--- src/rtl/vga_timing_pkg.sv ---
// Default 640x480@60 raster timing constants and small shared helpers.
package vga_timing_pkg;

    localparam int H_ACTIVE = 640;
    localparam int H_FRONT  = 16;
    localparam int H_SYNC   = 96;
    localparam int H_BACK   = 48;

    localparam int V_ACTIVE = 480;
    localparam int V_FRONT  = 10;
    localparam int V_SYNC   = 2;
    localparam int V_BACK   = 33;

    localparam int H_TOTAL = H_ACTIVE + H_FRONT + H_SYNC + H_BACK;
    localparam int V_TOTAL = V_ACTIVE + V_FRONT + V_SYNC + V_BACK;

    // Sync windows are [START, END): END is the first non-sync count.
    localparam int H_SYNC_START = H_ACTIVE + H_FRONT;
    localparam int H_SYNC_END   = H_SYNC_START + H_SYNC;
    localparam int V_SYNC_START = V_ACTIVE + V_FRONT;
    localparam int V_SYNC_END   = V_SYNC_START + V_SYNC;

    localparam int CNT_W    = 10;
    localparam bit SYNC_POL = 1'b0;

    function automatic logic sync_level(input logic asserted,
                                        input logic pol);
        return asserted ? pol : ~pol;
    endfunction

endpackage

--- src/rtl/axis_timing_counter.sv ---
// One raster axis: wrapping position counter plus active/sync region flags.
module axis_timing_counter
    import vga_timing_pkg::*;
#(
    parameter int W          = CNT_W,
    parameter int TOTAL      = H_TOTAL,
    parameter int ACTIVE     = H_ACTIVE,
    parameter int SYNC_START = H_SYNC_START,
    parameter int SYNC_END   = H_SYNC_END
) (
    input  logic         clk_i,
    input  logic         rst_i,
    input  logic         inc_i,
    output logic [W-1:0] cnt_o,
    output logic         wrap_o,
    output logic         active_o,
    output logic         sync_o
);

    localparam logic [W-1:0] LAST   = W'(TOTAL - 1);
    localparam logic [W-1:0] ACT    = W'(ACTIVE);
    localparam logic [W-1:0] S_BEG  = W'(SYNC_START);
    localparam logic [W-1:0] S_END  = W'(SYNC_END);

    logic [W-1:0] cnt_q;
    logic [W-1:0] cnt_d;

    assign wrap_o   = inc_i && (cnt_q == LAST);
    assign active_o = cnt_q < ACT;
    assign sync_o   = (cnt_q >= S_BEG) && (cnt_q < S_END);
    assign cnt_o    = cnt_q;

    always_comb begin
        cnt_d = cnt_q;
        if (inc_i) begin
            cnt_d = wrap_o ? '0 : cnt_q + 1'b1;
        end
    end

    always_ff @(posedge clk_i) begin
        if (rst_i) begin
            cnt_q <= '0;
        end else begin
            cnt_q <= cnt_d;
        end
    end

endmodule

--- src/rtl/vga_timing_gen.sv ---
// VGA raster timing: two axis counters and a registered decode stage.
module vga_timing_gen #(
    parameter int H_ACTIVE = vga_timing_pkg::H_ACTIVE,
    parameter int H_FRONT  = vga_timing_pkg::H_FRONT,
    parameter int H_SYNC   = vga_timing_pkg::H_SYNC,
    parameter int H_BACK   = vga_timing_pkg::H_BACK,
    parameter int V_ACTIVE = vga_timing_pkg::V_ACTIVE,
    parameter int V_FRONT  = vga_timing_pkg::V_FRONT,
    parameter int V_SYNC   = vga_timing_pkg::V_SYNC,
    parameter int V_BACK   = vga_timing_pkg::V_BACK,
    parameter bit SYNC_POL = vga_timing_pkg::SYNC_POL,
    parameter int CNT_W    = vga_timing_pkg::CNT_W
) (
    input  logic             clk_pix,
    input  logic             reset,
    input  logic             en,
    output logic             hsync,
    output logic             vsync,
    output logic             de,
    output logic [CNT_W-1:0] x,
    output logic [CNT_W-1:0] y,
    output logic             line_start,
    output logic             frame_start
);

    localparam int H_TOT = H_ACTIVE + H_FRONT + H_SYNC + H_BACK;
    localparam int V_TOT = V_ACTIVE + V_FRONT + V_SYNC + V_BACK;
    localparam int H_SB  = H_ACTIVE + H_FRONT;
    localparam int V_SB  = V_ACTIVE + V_FRONT;

    logic [CNT_W-1:0] h_cnt;
    logic [CNT_W-1:0] v_cnt;
    logic             h_wrap;
    logic             v_wrap;
    logic             h_act;
    logic             v_act;
    logic             h_sync;
    logic             v_sync;

    axis_timing_counter #(
        .W          (CNT_W),
        .TOTAL      (H_TOT),
        .ACTIVE     (H_ACTIVE),
        .SYNC_START (H_SB),
        .SYNC_END   (H_SB + H_SYNC)
    ) u_h (
        .clk_i    (clk_pix),
        .rst_i    (reset),
        .inc_i    (en),
        .cnt_o    (h_cnt),
        .wrap_o   (h_wrap),
        .active_o (h_act),
        .sync_o   (h_sync)
    );

    axis_timing_counter #(
        .W          (CNT_W),
        .TOTAL      (V_TOT),
        .ACTIVE     (V_ACTIVE),
        .SYNC_START (V_SB),
        .SYNC_END   (V_SB + V_SYNC)
    ) u_v (
        .clk_i    (clk_pix),
        .rst_i    (reset),
        .inc_i    (h_wrap),
        .cnt_o    (v_cnt),
        .wrap_o   (v_wrap),
        .active_o (v_act),
        .sync_o   (v_sync)
    );

    logic             hsync_q, hsync_d;
    logic             vsync_q, vsync_d;
    logic             de_q, de_d;
    logic [CNT_W-1:0] x_q, x_d;
    logic [CNT_W-1:0] y_q, y_d;
    logic             ls_q, ls_d;
    logic             fs_q, fs_d;
    logic             vis;

    assign vis = h_act && v_act;

    // Outputs decode the counter value before this edge's increment.
    always_comb begin
        hsync_d = hsync_q;
        vsync_d = vsync_q;
        de_d    = de_q;
        x_d     = x_q;
        y_d     = y_q;
        ls_d    = ls_q;
        fs_d    = fs_q;
        if (en) begin
            hsync_d = vga_timing_pkg::sync_level(h_sync, SYNC_POL);
            vsync_d = vga_timing_pkg::sync_level(v_sync, SYNC_POL);
            de_d    = vis;
            x_d     = vis ? h_cnt : '0;
            y_d     = vis ? v_cnt : '0;
            ls_d    = (h_cnt == '0);
            fs_d    = (h_cnt == '0) && (v_cnt == '0);
        end
    end

    always_ff @(posedge clk_pix) begin
        if (reset) begin
            hsync_q <= ~SYNC_POL;
            vsync_q <= ~SYNC_POL;
            de_q    <= 1'b0;
            x_q     <= '0;
            y_q     <= '0;
            ls_q    <= 1'b0;
            fs_q    <= 1'b0;
        end else begin
            hsync_q <= hsync_d;
            vsync_q <= vsync_d;
            de_q    <= de_d;
            x_q     <= x_d;
            y_q     <= y_d;
            ls_q    <= ls_d;
            fs_q    <= fs_d;
        end
    end

    assign hsync       = hsync_q;
    assign vsync       = vsync_q;
    assign de          = de_q;
    assign x           = x_q;
    assign y           = y_q;
    assign line_start  = ls_q;
    assign frame_start = fs_q;

    logic unused_ok;
    assign unused_ok = v_wrap;

endmodule

--- config.mk ---
export PLATFORM = sky130hd
export DESIGN_NAME = vga_timing_gen
export DESIGN_NICKNAME = d
export VERILOG_FILES = /design/src/rtl/vga_timing_pkg.sv /design/src/rtl/axis_timing_counter.sv /design/src/rtl/vga_timing_gen.sv
export SDC_FILE = /design/constraint.sdc
export NUM_CORES = 1
export LEC_CHECK = 0
export BUFFER_PORTS_ARGS = -buffer_cell sky130_fd_sc_hd__buf_2
export CORE_AREA = 4 4 64 66
export CTS_CLUSTER_SIZE = 30
export DETAILED_ROUTE_END_ITERATION = 7
export DIE_AREA = 0 0 68 70
export PLACE_DENSITY = 0.79
export SLEW_MARGIN = 20
export SYNTH_ARGS = -nofsm -noshare
export SYNTH_HDL_FRONTEND = slang
export SYNTH_HIERARCHICAL = 1
export SYNTH_SLANG_ARGS = --single-unit
export TNS_END_PERCENT = 100
--- constraint.sdc ---
create_clock -name clk_pix -period 6.35 [get_ports clk_pix]
set_clock_uncertainty 0.15 [all_clocks]
set_input_delay 0.635 -clock clk_pix [delete_from_list [all_inputs] [get_ports clk_pix]]
set_output_delay 0.635 -clock clk_pix [all_outputs]
set_load 0.02 [all_outputs]
==> After elaboration in Yosys (flattened, before gate mapping) <==
Index checks and enable logic that the tools add are counted.
{ "word_totals": {"in_bits": 3, "regBits": 45, "word_cells": 33, "output_inout_bits": 25} }
{ "op_classes": {"reduce_logical": 8, "muxes": 6, "add_sub_neg": 2, "order_cmp": 6, "eq_ne": 2} }
{ "ops": {"columns": ["cell", "count"], "rows": [
  ["two-way mux 10 bit", 4],
  ["adder 10 x 1 -> 10 bit (second input constant)", 2],
  ["equality test 10 bit (second input constant)", 2],
  ["zero test 10 bit", 2],
  ["less-than comparator 10 bit (second input constant)", 2],
  ["less-than comparator 10 x 9 -> 1 bit (second input constant)", 2],
  [">= comparator 10 bit (second input constant)", 1],
  [">= comparator 10 x 9 -> 1 bit (second input constant)", 1],
  ["logical AND 1 bit", 6],
  ["two-way mux 1 bit", 2]
]} }

==> Longest topological paths before layout <==
{ "logic_depth": {"ltp_word": 4, "mapped_depth": 7, "depth_no_buf": 6} }

==> By module <==
The synthesis kept the hierarchy.
{ "modules_own_cells": {"columns": ["module", "area_each_um2", "n_inst", "seq_area_each_um2", "cells_each"], "rows": [
  ["vga_timing_gen", 944.7, 1, 500.5, 95],
  ["axis_timing_counter at u_v", 528.0, 1, 200.2, 59],
  ["axis_timing_counter at u_h", 525.5, 1, 200.2, 62]
]} }

==> Worst setup path before layout <==
Ideal clock, no wire load.
{ "synth_timing": {"kind": "in2reg", "startpoint": "input en", "endpoint": "register u_v.cnt_q[7] (netlist: u_v/cnt_o[7])", "t_arrival_ns": 2.174, "path_stages": 7, "setup_slack_ns": 3.956, "setup_ns": 0.070, "cell_sequence": "buf_4 > nand4_2 > nor3_1 > buf_2 > nand3_4 > or4_1 > a21oi_1"} }
{ "synth_via": {"elab_chain_len": 3} }
{ "synth_lines": {"columns": ["item", "line_no", "text"], "rows": [
  ["start: declaration", "vga_timing_gen.sv:16", "input logic en,"],
  ["logical AND 1 bit *", "axis_timing_counter.sv:28", "assign wrap_o = inc_i && (cnt_q == LAST);"],
  ["named net h_wrap", "vga_timing_gen.sv:33", "logic h_wrap;"],
  ["logical AND 1 bit", "axis_timing_counter.sv:28", null],
  ["two-way mux 10 bit", "axis_timing_counter.sv:36", "cnt_d = wrap_o ? '0 : cnt_q + 1'b1;"],
  ["end signal: assignment", "axis_timing_counter.sv:44", "cnt_q <= cnt_d;"],
  ["end: declaration", "axis_timing_counter.sv:25", "logic [W-1:0] cnt_q;"]
]} }
Mark *: on every way through the listed nets, which the timed path passes. The rest lies on a longest branch.
A chain may end at the register's enable or synchronous reset.

==> Worst setup path in the final report <==
{ "layout_timing": {"startpoint": "register u_h.cnt_q[0] (netlist: u_h/cnt_o[0])", "endpoint": "register u_v.cnt_q[7] (netlist: u_v/cnt_o[7])"} }
{ "layout_via": {"elab_chain_len": 4} }
{ "layout_lines": {"columns": ["item", "line_no"], "rows": [
  ["start: declaration", "axis_timing_counter.sv:25"],
  ["start signal: assignment", "axis_timing_counter.sv:44"],
  ["equality test 10 bit *", "axis_timing_counter.sv:28"],
  ["logical AND 1 bit *", "axis_timing_counter.sv:28"],
  ["named net h_wrap", "vga_timing_gen.sv:33"],
  ["logical AND 1 bit", "axis_timing_counter.sv:28"],
  ["two-way mux 10 bit", "axis_timing_counter.sv:36"]
]} }
Marks and branches as above.

==> results.tsv <==
metric	value	unit
status	completed	
cts_hold_buffers	0	
fp-row-count	22	
clock-sinks	45	
dr.pass1.iters	4	
rr_endpoint	u_v/cnt_o[7]	
gp_congestion	0.837	
die_h	70	µm
final_core_util	60.7	%
use_met1	29.4	%
grt.overflow.total	0	
syn_inst	215	
wirelength	4.13	mm
post_cts_buffers	0	
clk_pin_slew	130	ps
slew_viol_final	0	
clk_latency	350	ps
cts-buffers-inserted	5	
cp.required	6480	ps
p_int	389	µW
cellLeakagePower	0.811	nW
combPwrFrac	5.5	%
post_cts_resized	0	
dp_hpwl	2.77	mm
dieWidth	68	µm
path_cells	ha_1, nand4_2, nor3_1, nand3_4, or4_1, a21oi_1	
area_growth	8.98	%
htree_levels	2	
swShare	22.6	%
use_met2	24.8	%
ir_worst_vdd	0.111	mV
root_buffer	clkbuf_4	
finalSetupTns	0	ps
cts_tree	done	
antennaDiodeCount	0	
fmax	330	MHz
setup_viol	0	
end_kind	register	
synth_area	0.00199	mm²
yosysWarningCount	6	
avgSynthCellArea	9.27	µm²
clkPwrFrac	36.5	%
setup.worst_path.end	u_v/cnt_o[7]	
r2r_cells	6	
grt_max_degree	37	
cts.path.max_buffers	2	
tightest_slew	1020	ps
period_share	47.7	%
synthesis.nets	222	
pin_count	28	
cp-start-kind	register	
critical_path.max_stage_delay	880	ps
maxCapViolCount	0	
path_max_fanout	10	
slowest_stage	nor3_1	
via_per_inst	5.85	
start_util	55.7	%
drcViolationCount	0	
wl_per_cell	14.3	µm
worstSetupPathType	reg2reg	
finalNetCount	246	
met3_usage	4.50	%
drive_above_1_share	18.3	%
vias	1685	
finalHoldViolCount	0	
grt_pass1_wl	7.19	mm
port_buffers	27	
crit_start	u_h/cnt_o[0]	
rsz0062_at_grt	false	
p_per_area	231	mW/mm²
r2r_start	u_h/cnt_o[0]	
antenna_left	0	
critical_path_arrival	3160	ps
die_area	0.00476	mm²
min_period	3030	ps
grt.busiest_layer	met1	
power_switching	114	µW
pwr-share-seq	58.0	%
rrSetupSlack	3320	ps
antenna_found_initial	0	
core_area	0.00358	mm²
grt_pass1_vias	1489	
drt_iter0_markers	162	
track_usage	18.9	%
power	502	µW
relSlewSlack	31.7	%
hold_path_class	reg2reg	
==> worst max-delay path, delay by kind of cell (launching register included) <==
| kind | cells | cell delay [ps] |
|---|---|---|
| simple gates | 4 | 1900 |
| flops | 1 | 510 |
| fa+ha+maj | 1 | 250 |
| compound gates | 1 | 150 |
==> cells in the final DEF (no fill, tap or decap), types with 5 or more instances in the layout <==
cell,n
nor2_1,28
dfxtp_1,45
xor2_1,6
a22oi_1,17
or3_1,6
nor3_1,5
buf_2,27
nand3_1,11
o21ai_0,9
a21oi_1,11
clkbuf_4,5
o31ai_1,5
nand2_1,12
inv_1,7
nand4_1,5
==> worst min path at each step <==
stage                             from  depth (start not counted)           to  slack (ps)
final                      frame_start                          2  frame_start         310
after global routing       frame_start                          2  frame_start         350
after CTS                  frame_start                          2  frame_start         310
after detailed placement   frame_start                          2  frame_start         300
after global placement     frame_start                          2  frame_start         290
after floorplan           u_h/cnt_o[4]                          2         x[4]         340
==> layer usage <==
metal | part of all wire (%) | wire length [µm] | up-vias
li1 | - | - | 842
met5 | 0 | 0 | -
met2 | 44 | 1820 | 32
met3 | 4.1 | 171 | 4
met4 | 1.3 | 54 | 0
met1 | 50 | 2080 | 807
==> layout make-up <==
class	count	area, µm²
Sequential cell	45	901
Multi-Input combinational cell	153	965
Clock inverter	1	30.0
Inverter	7	26.3
Timing Repair Buffer	27	135
Fill cell	329	1410
Clock buffer	7	55.1
Tap cell	48	60.1
==> state kept, by name (all words and copies together) (netlist names) <==
| signal | count |
|---|---|
| de | 1 |
| u_h/cnt_o | 10 |
| y | 10 |
| vsync | 1 |
| line_start | 1 |
| x | 10 |
| hsync | 1 |
| frame_start | 1 |
| u_v/cnt_o | 10 |
==> per-stage QoR <==
step,std cells,hold slack [ps],setup WS (ps),cell area [µm²]
after floorplan,215,336,3960,1990
after global placement,280,286,3240,2090
after detailed placement,280,297,3150,2090
after CTS,288,315,3350,2170
final,288,314,3320,2170
after global routing,288,348,3080,2170
==> power groups by stage <==
stage	combinational, mW	clock [mW]	sequential, mW
floorplan	0.0205	0	0.300
CTS	0.0276	0.185	0.291
finish	0.0277	0.183	0.291
detailed placement	0.0275	0	0.298
global route	0.0308	0.197	0.292
global placement	0.0269	0	0.298
(Power assumes the default switching activity.)
